`src/rtl/lsu_if.sv`:
```
// Word-wide data bus between the load/store unit (master) and memory (slave).
// Request side is stable for the whole REQ phase; read data returns after grant.
interface lsu_if;
   logic        req;
   logic        we;
   logic [31:0] addr;
   logic [3:0]  be;
   logic [31:0] wdata;
   logic        gnt;
   logic        rvalid;
   logic [31:0] rdata;

   modport master (
      output req, we, addr, be, wdata,
      input  gnt, rvalid, rdata
   );

   modport slave (
      input  req, we, addr, be, wdata,
      output gnt, rvalid, rdata
   );
endinterface

```
`src/rtl/lsu.sv`:
```
// Load/store unit: one decoded memory op -> one word-bus transaction, with lane
// steering, load extension, misalignment detection and a saturating bus timeout.

module lsu_lane #(
   parameter int unsigned LANE = 0
) (
   input  logic [1:0] acc_i,
   input  logic [1:0] off_i,
   input  logic [7:0] b_byte_i,
   input  logic [7:0] b_half_i,
   input  logic [7:0] b_word_i,
   output logic       be_o,
   output logic [7:0] wbyte_o
);
   localparam logic [2:0] L = 3'(LANE);

   logic [2:0] off_x;
   assign off_x = {1'b0, off_i};

   // Enable matches 4'b0001<<off (byte) and 4'b0011<<off (half) for this lane.
   always_comb begin
      be_o    = 1'b1;
      wbyte_o = b_word_i;
      case (acc_i)
         2'b00: begin
            be_o    = (L == off_x);
            wbyte_o = b_byte_i;
         end
         2'b01: begin
            be_o    = (L == off_x) || (L == off_x + 3'd1);
            wbyte_o = b_half_i;
         end
         default: ;
      endcase
   end
endmodule

module lsu #(
   parameter int unsigned TIMEOUT = 255
) (
   input  logic        clk_i,
   input  logic        rstn_i,
   input  logic        ld_en_i,
   input  logic        st_en_i,
   input  logic [1:0]  acc_i,
   input  logic        sext_i,
   input  logic [31:0] addr_i,
   input  logic [31:0] wdata_i,
   output logic        busy_o,
   output logic        done_o,
   output logic [31:0] rdata_o,
   output logic        misalign_o,
   output logic        err_o,
   lsu_if.master       bus
);
   localparam int unsigned NUM_LANES = 4;
   localparam logic [9:0]  TMO       = 10'(TIMEOUT);

   localparam logic [1:0] ST_IDLE = 2'd0;
   localparam logic [1:0] ST_REQ  = 2'd1;
   localparam logic [1:0] ST_WAIT = 2'd2;
   localparam logic [1:0] ST_DONE = 2'd3;

   logic [1:0]  state_q, state_d;
   logic [9:0]  cnt_q, cnt_d;
   logic [31:0] addr_q, addr_d;
   logic [1:0]  acc_q, acc_d;
   logic        sext_q, sext_d;
   logic        we_q, we_d;
   logic [3:0]  be_q, be_d;
   logic [31:0] wdata_q, wdata_d;
   logic [31:0] rdata_q, rdata_d;
   logic        misalign_q, misalign_d;
   logic        err_q, err_d;

   logic [NUM_LANES-1:0]      be_w;
   logic [NUM_LANES-1:0][7:0] wlane_w;

   for (genvar l = 0; l < NUM_LANES; l++) begin : g_lane
      lsu_lane #(.LANE(l)) u_lane (
         .acc_i   (acc_i),
         .off_i   (addr_i[1:0]),
         .b_byte_i(wdata_i[7:0]),
         .b_half_i(wdata_i[8*(l%2) +: 8]),
         .b_word_i(wdata_i[8*l +: 8]),
         .be_o    (be_w[l]),
         .wbyte_o (wlane_w[l])
      );
   end

   logic req_w;
   logic illegal_w;
   assign req_w     = ld_en_i | st_en_i;
   assign illegal_w = (ld_en_i & st_en_i) | (acc_i == 2'b11)
                    | ((acc_i == 2'b01) & addr_i[0])
                    | ((acc_i == 2'b10) & (addr_i[1:0] != 2'b00));

   logic [31:0] lane_w;
   logic [31:0] rext_w;
   assign lane_w = bus.rdata >> {addr_q[1:0], 3'b000};

   always_comb begin
      case (acc_q)
         2'b00:   rext_w = {{24{sext_q & lane_w[7]}}, lane_w[7:0]};
         2'b01:   rext_w = {{16{sext_q & lane_w[15]}}, lane_w[15:0]};
         default: rext_w = lane_w;
      endcase
   end

   // Counter saturates at TMO, so a late grant into WAIT cannot wrap it.
   logic [9:0] cnt_inc_w;
   logic       tmo_w;
   assign cnt_inc_w = (cnt_q >= TMO) ? TMO : cnt_q + 10'd1;
   assign tmo_w     = (cnt_inc_w >= TMO);

   always_comb begin
      state_d    = state_q;
      cnt_d      = cnt_q;
      addr_d     = addr_q;
      acc_d      = acc_q;
      sext_d     = sext_q;
      we_d       = we_q;
      be_d       = be_q;
      wdata_d    = wdata_q;
      rdata_d    = rdata_q;
      misalign_d = 1'b0;
      err_d      = 1'b0;
      case (state_q)
         ST_IDLE: begin
            if (req_w) begin
               addr_d  = addr_i;
               acc_d   = acc_i;
               sext_d  = sext_i;
               we_d    = st_en_i;
               be_d    = be_w;
               wdata_d = wlane_w;
               if (illegal_w) begin
                  misalign_d = 1'b1;
                  state_d    = ST_DONE;
               end else begin
                  cnt_d   = '0;
                  state_d = ST_REQ;
               end
            end
         end
         ST_REQ: begin
            cnt_d = cnt_inc_w;
            // Completion takes priority over a timeout in the same cycle.
            if (bus.gnt) begin
               state_d = we_q ? ST_DONE : ST_WAIT;
            end else if (tmo_w) begin
               err_d   = 1'b1;
               state_d = ST_DONE;
            end
         end
         ST_WAIT: begin
            cnt_d = cnt_inc_w;
            if (bus.rvalid) begin
               rdata_d = rext_w;
               state_d = ST_DONE;
            end else if (tmo_w) begin
               err_d   = 1'b1;
               state_d = ST_DONE;
            end
         end
         default: state_d = ST_IDLE;
      endcase
   end

   always_ff @(posedge clk_i or negedge rstn_i) begin
      if (!rstn_i) begin
         state_q    <= ST_IDLE;
         cnt_q      <= '0;
         addr_q     <= '0;
         acc_q      <= '0;
         sext_q     <= 1'b0;
         we_q       <= 1'b0;
         be_q       <= '0;
         wdata_q    <= '0;
         rdata_q    <= '0;
         misalign_q <= 1'b0;
         err_q      <= 1'b0;
      end else begin
         state_q    <= state_d;
         cnt_q      <= cnt_d;
         addr_q     <= addr_d;
         acc_q      <= acc_d;
         sext_q     <= sext_d;
         we_q       <= we_d;
         be_q       <= be_d;
         wdata_q    <= wdata_d;
         rdata_q    <= rdata_d;
         misalign_q <= misalign_d;
         err_q      <= err_d;
      end
   end

   assign busy_o     = (state_q != ST_IDLE);
   assign done_o     = (state_q == ST_DONE);
   assign rdata_o    = rdata_q;
   assign misalign_o = misalign_q;
   assign err_o      = err_q;

   assign bus.req   = (state_q == ST_REQ);
   assign bus.we    = we_q;
   assign bus.addr  = {addr_q[31:2], 2'b00};
   assign bus.be    = be_q;
   assign bus.wdata = wdata_q;
endmodule

```
`src/flat_wrapper.sv`:
```
// flat-port wrapper written by rule: the top's interface ports become plain ports
module lsu_flat 
#(
   parameter int unsigned TIMEOUT = 255
)
  (clk_i, rstn_i, ld_en_i, st_en_i, acc_i, sext_i, addr_i, wdata_i, busy_o, done_o, rdata_o, misalign_o, err_o, bus_req, bus_we, bus_addr, bus_be, bus_wdata, bus_gnt, bus_rvalid, bus_rdata);
  lsu_if bus_i ();
  input  logic clk_i;
  input  logic rstn_i;
  input  logic ld_en_i;
  input  logic st_en_i;
  input  logic [1:0] acc_i;
  input  logic sext_i;
  input  logic [31:0] addr_i;
  input  logic [31:0] wdata_i;
  output logic busy_o;
  output logic done_o;
  output logic [31:0] rdata_o;
  output logic misalign_o;
  output logic err_o;
  output wire logic [$bits(bus_i.req)-1:0] bus_req;
  output wire logic [$bits(bus_i.we)-1:0] bus_we;
  output wire logic [$bits(bus_i.addr)-1:0] bus_addr;
  output wire logic [$bits(bus_i.be)-1:0] bus_be;
  output wire logic [$bits(bus_i.wdata)-1:0] bus_wdata;
  input wire logic [$bits(bus_i.gnt)-1:0] bus_gnt;
  input wire logic [$bits(bus_i.rvalid)-1:0] bus_rvalid;
  input wire logic [$bits(bus_i.rdata)-1:0] bus_rdata;
  assign bus_req = bus_i.req;
  assign bus_we = bus_i.we;
  assign bus_addr = bus_i.addr;
  assign bus_be = bus_i.be;
  assign bus_wdata = bus_i.wdata;
  assign bus_i.gnt = bus_gnt;
  assign bus_i.rvalid = bus_rvalid;
  assign bus_i.rdata = bus_rdata;
  lsu #(.TIMEOUT(TIMEOUT)) u_core (.clk_i(clk_i), .rstn_i(rstn_i), .ld_en_i(ld_en_i), .st_en_i(st_en_i), .acc_i(acc_i), .sext_i(sext_i), .addr_i(addr_i), .wdata_i(wdata_i), .busy_o(busy_o), .done_o(done_o), .rdata_o(rdata_o), .misalign_o(misalign_o), .err_o(err_o), .bus(bus_i));
endmodule
```
`config.mk`:
```
export PLATFORM = sky130hd
export DESIGN_NAME = lsu_flat
export DESIGN_NICKNAME = d
export VERILOG_FILES = /design/src/rtl/lsu_if.sv /design/src/rtl/lsu.sv /design/src/flat_wrapper.sv
export SDC_FILE = /design/constraint.sdc
export NUM_CORES = 1
export LEC_CHECK = 0
export ABC_AREA = 1
export BUFFER_PORTS_ARGS = -buffer_cell sky130_fd_sc_hd__buf_2
export CAP_MARGIN = 40
export CORE_MARGIN = 8
export CORE_UTILIZATION = 33
export CTS_CLUSTER_SIZE = 20
export DETAILED_ROUTE_END_ITERATION = 7
export GPL_TIMING_DRIVEN = 0
export PLACE_DENSITY = 0.63
export SYNTH_ARGS = -nofsm -noshare
export SYNTH_HDL_FRONTEND = slang
export SYNTH_SLANG_ARGS = --single-unit
```
`constraint.sdc`:
```
create_clock -name clk_i -period 1.5 [get_ports clk_i]
set_input_delay 0.225 -clock clk_i [delete_from_list [all_inputs] [get_ports clk_i]]
set_output_delay 0.225 -clock clk_i [all_outputs]
set_load 0.05 [all_outputs]
```
==> run summary <==
The run finished, with violations left. The checks that failed: setup timing. The die is about 150 um tall.

Dividing the detail-routed wire length by the instance count gives roughly 16 um. Dividing the detail-routed via count by the number of cells gives ~4.7. The count of endpoints failing hold in the final timing report is 0. The setup slack at placement is -411 ps. The number of warnings issued by yosys is 0. On the worst path, the slowest cell contributes a delay of around 430 ps. The max-slew violation count is 0. Data arrives at the worst endpoint at between 1500 and 2000 ps. The share of synthesized area in the top cell type comes to 0.493. The routed wire length is 21.1 mm. The clock latency on the worst-skew pair is about 420 ps. On the critical path, the stage with the largest delay is an instance of dfrtp_1. The top-level I/O count came out at approximately 210. The reported leakage power came out at roughly 4.7 nW. The area of all placed cells without fillers came out at 9190 um2. Routability-driven placement finished with a final weighted congestion of ~0.9. The critical path is of the flop to flop type.

The post-synthesis register bit count came out at 118. The clock tree synthesis step divided the H-tree into 4 levels. The worst max-slew margin expressed relative to the limit came out at 0.533. After layout, the worst setup slack is -144 ps.

The worst hold path begins at addr_i[31]. The layout cell share with drive strength beyond 1 is 0.402. The setup violation total in the final timing report came out at 81. Setup repair after global routing could not meet its margin everywhere. The core area came out at ~18000 um2. Of the total power, the share spent switching nets is 0.509. The power spent charging and discharging nets is approximately 12 mW. The placed instances occupy a cell area of 7470 um2. At the pin with the least slew margin, the transition time is around 700 ps. The number of antenna violations at the first check in global routing came out at 1. In the global route stage, met1 resource usage came out at 0.230. The final clock skew is 8.64 ps. The share of power burned in registers is 0.234.

The most used routing layer is met2. The detailed router's first-iteration violation count is 319. The met3 track demand over resource came out at 0.0694. STA classifies the critical path endpoint as a flop. The required time of the critical path came out at 1810 ps.

The synthesized netlist occupies a cell area of between 5000 and 6000 um2. The clock network power share came out at 0.172. The peak supply drop is between 1.5 and 2 mV. Relative to the synthesized area, the layout overhead comes to 53.6%. Dividing the synthesized area by the synthesized cell count gives 7.97 um2. The post-detailed-placement half-perimeter wirelength came out at 14.8 mm. The most numerous cell type found on the critical path is nand2_1. The clock root buffer is clkbuf_16. The wire length of the first global-routing pass came out at 32.7 mm.

The timing startpoint of the critical path is u_core.cnt_q[0]. The number of antenna cells inserted is 0. The total overflow left after global routing is 0. The critical path contains buffers and inverters numbering 0 combined. Counting flops with a built-in enable in the synthesized netlist gives 0. The all-layer global routing usage is 0.186.

The global-route met2 utilization is 0.289. Among cell families on the critical path, the largest total delay comes from simple AND/OR/NAND/NOR gates. The die is around 150 um wide. The number of global-route vias before repair came out at between 6000 and 7000.

The total internal power is roughly 12 mW. The post-synthesis cell count is roughly 750. The number of port buffers is 208. The clock-pin slew of the registers on the worst-case setup and hold paths came out at 60 ps. Max-cap violations in this run came to 0. The ratio of final minimum period to clock period came out at 1.10. The peak fanout along the critical path came out at 6.

The commonest cells after synthesis are nand2_1 (263), dfrtp_1 (118), nor2_1 (65), inv_1 (59), o21ai_0 (43). Among all cell types in the netlist, the one instantiated most often is nand2_1. The length of the first detailed-routing pass in iterations came out at 5.

The buffer levels on the longest clock path came out at 2. The pin count of the biggest net entering global routing came out at 85. For this run, the register share of the synthesized area comes to 0.493. The combinational group share of total power is 0.594. The worst setup path is launched from a flop. Timing would allow up to 0.608 GHz. The signal on the critical path passes through ha_4 -> nand2_2 -> nor2_2 -> nand2_2 -> nand2_4 -> o21bai_4 -> nand3_2 -> nand2_1 -> nand2_1 -> nand2_1 -> nand2_1 -> nand2_1. The die outline area is roughly 23000 um2.

The starting density of the core came out at 0.334. The power density normalized to cell area is 2630 nW/um2. The share of async-settable or async-resettable flops after synthesis came out at 1.00. Summing over every cut layer, the via total after detailed routing is roughly 6000.

TritonCTS built the clock tree. The final critical delay including setup and external delays came out at 1640 ps. For this run, the post-layout net count is between 1000 and 1500. For this run, the leading register cell type out of synthesis is dfrtp_1. The number of clock buffers added by TritonCTS is 17. The path class of the tightest hold or removal check is input port to flop. Of all cell types, the one taking the most synthesized area is dfrtp_1. The total power draw is 24.1 mW.

Yosys attributes the largest share of cell area to dfrtp_1 (49%), nand2_1 (16%), buf_4 (4.1%). Once detail routing completed, the nets flagged for antenna violations numbered 0. In this run the critical register-to-register path is launched from u_core.cnt_q[0]. The number of standard-cell rows in the floorplan came out at between 40 and 50. The number of different library cells used by synthesis comes to 36. For this run, design rule violations remaining after detail routing come to 0. The number of clock sinks came out at 118.
## path summary, 6_finish.rpt
check                                    end  slack, ps  cells after the start
setup reg to reg           u_core.state_q[0]       -140                     12
min in group asynchronous    u_core.cnt_q[6]        280                      2
setup / recovery           u_core.state_q[0]       -140                     12
max in group asynchronous    u_core.acc_q[1]        460                      3
hold / removal             u_core.addr_q[31]         20                      3
hold reg to reg            u_core.addr_q[15]        470                      2
## cell usage in the layout (no fill, tap or decap), types with 4 or more instances in the layout
cell type	synthesis	final
o21ai_0	43	28
nand3_2	1	6
ha_1	11	6
dfrtp_1	118	117
o22ai_4	0	9
nor2_4	0	4
o22ai_2	10	10
nand2_2	2	6
nand3_1	24	19
a21oi_1	27	16
a31oi_1	10	10
dlygate4sd3_1	0	29
nand2_1	263	255
nor2_1	65	54
o311ai_1	0	7
clkinvlp_4	0	5
inv_6	0	8
buf_4	33	57
buf_2	12	206
a21oi_2	1	6
ha_4	0	4
buf_6	1	19
nor2_2	0	7
clkbuf_16	0	19
a21oi_4	0	6
inv_1	59	54
buf_8	0	4
o211ai_1	5	5
inv_2	14	14
o21ai_1	1	14
clkbuf_4	0	4
## timing repair
| item | 4_1_cts | 5_1_grt |
|---|---|---|
| setup buffers | 22 | 7 |
| gates resized for setup | 99 | 51 |
| endpoints found under the hold margin | 62 | 0 |
| hold buffers | 29 | 0 |
| cloned | 3 | 0 |
| pin swaps | 11 | 14 |
| setup endpoints to repair | 120 | 119 |
## power groups by stage
stage	logic (mW)	clock network (mW)	registers [mW]
CTS	13.9	4.24	5.59
floorplan	6.25	0	8.69
global route	15.4	4.38	5.85
global placement	12.4	0	5.59
finish	14.3	4.15	5.66
detailed placement	12.5	0	5.59
## area by class of cell
cell class                      instances  area [um2]
Buffer                                 63         576
Clock buffer                           17         425
Clock inverter                         15         168
Fill cell                            1684        8710
Inverter                               74         299
Multi-Input combinational cell        496        2760
Sequential cell                       118        2950
Tap cell                              229         287
Timing Repair Buffer                  271        1720
## stage by stage
stage	util	setup TNS, ps	hold WS [ps]	cells
global route	0.513	-14630	11.4	1283
global placement	0.415	-201300	427	1189
CTS	0.500	-8920	1.59	1277
floorplan	-	-11060	-70.6	752
detailed placement	0.417	-27150	153	1191
finish	0.513	-6090	17.8	1283
## state kept, by name (all words and copies together) (netlist names)
name / count
u_core.addr_q: 32
u_core.bus.we: 1
u_core.acc_q: 2
u_core.sext_q: 1
u_core.err_o: 1
u_core.bus.be: 4
u_core.cnt_q: 10
u_core.state_q: 2
u_core.misalign_o: 1
u_core.rdata_o: 32
u_core.bus.wdata: 32
## worst reg2reg max path, stage by stage (launching register included)
cell and delay [ps]:
dfrtp_1 430, ha_4 200, nand2_2 60, nor2_2 40, nand2_2 110, nand2_4 110, o21bai_4 210, nand3_2 100
nand2_1 60, nand2_1 50, nand2_1 50, nand2_1 70, nand2_1 50
## kinds of logic after synthesis
kind of cell,after synthesis,share of synthesized area
simple gates,359,0.234
flops,118,0.493
other cells,1,0.000627
compound gates,122,0.132
fa+ha+maj,11,0.0230
xor+xnor,2,0.00293
buf+inv,138,0.114
## per-layer routing
metal	vias to the layer above	part of all wire
li1	2958	-
met1	2831	0.41
met2	255	0.47
met3	34	0.10
met4	2	0.017
met5	-	0.00038
Note: power is estimated with default switching activity, not from simulation.
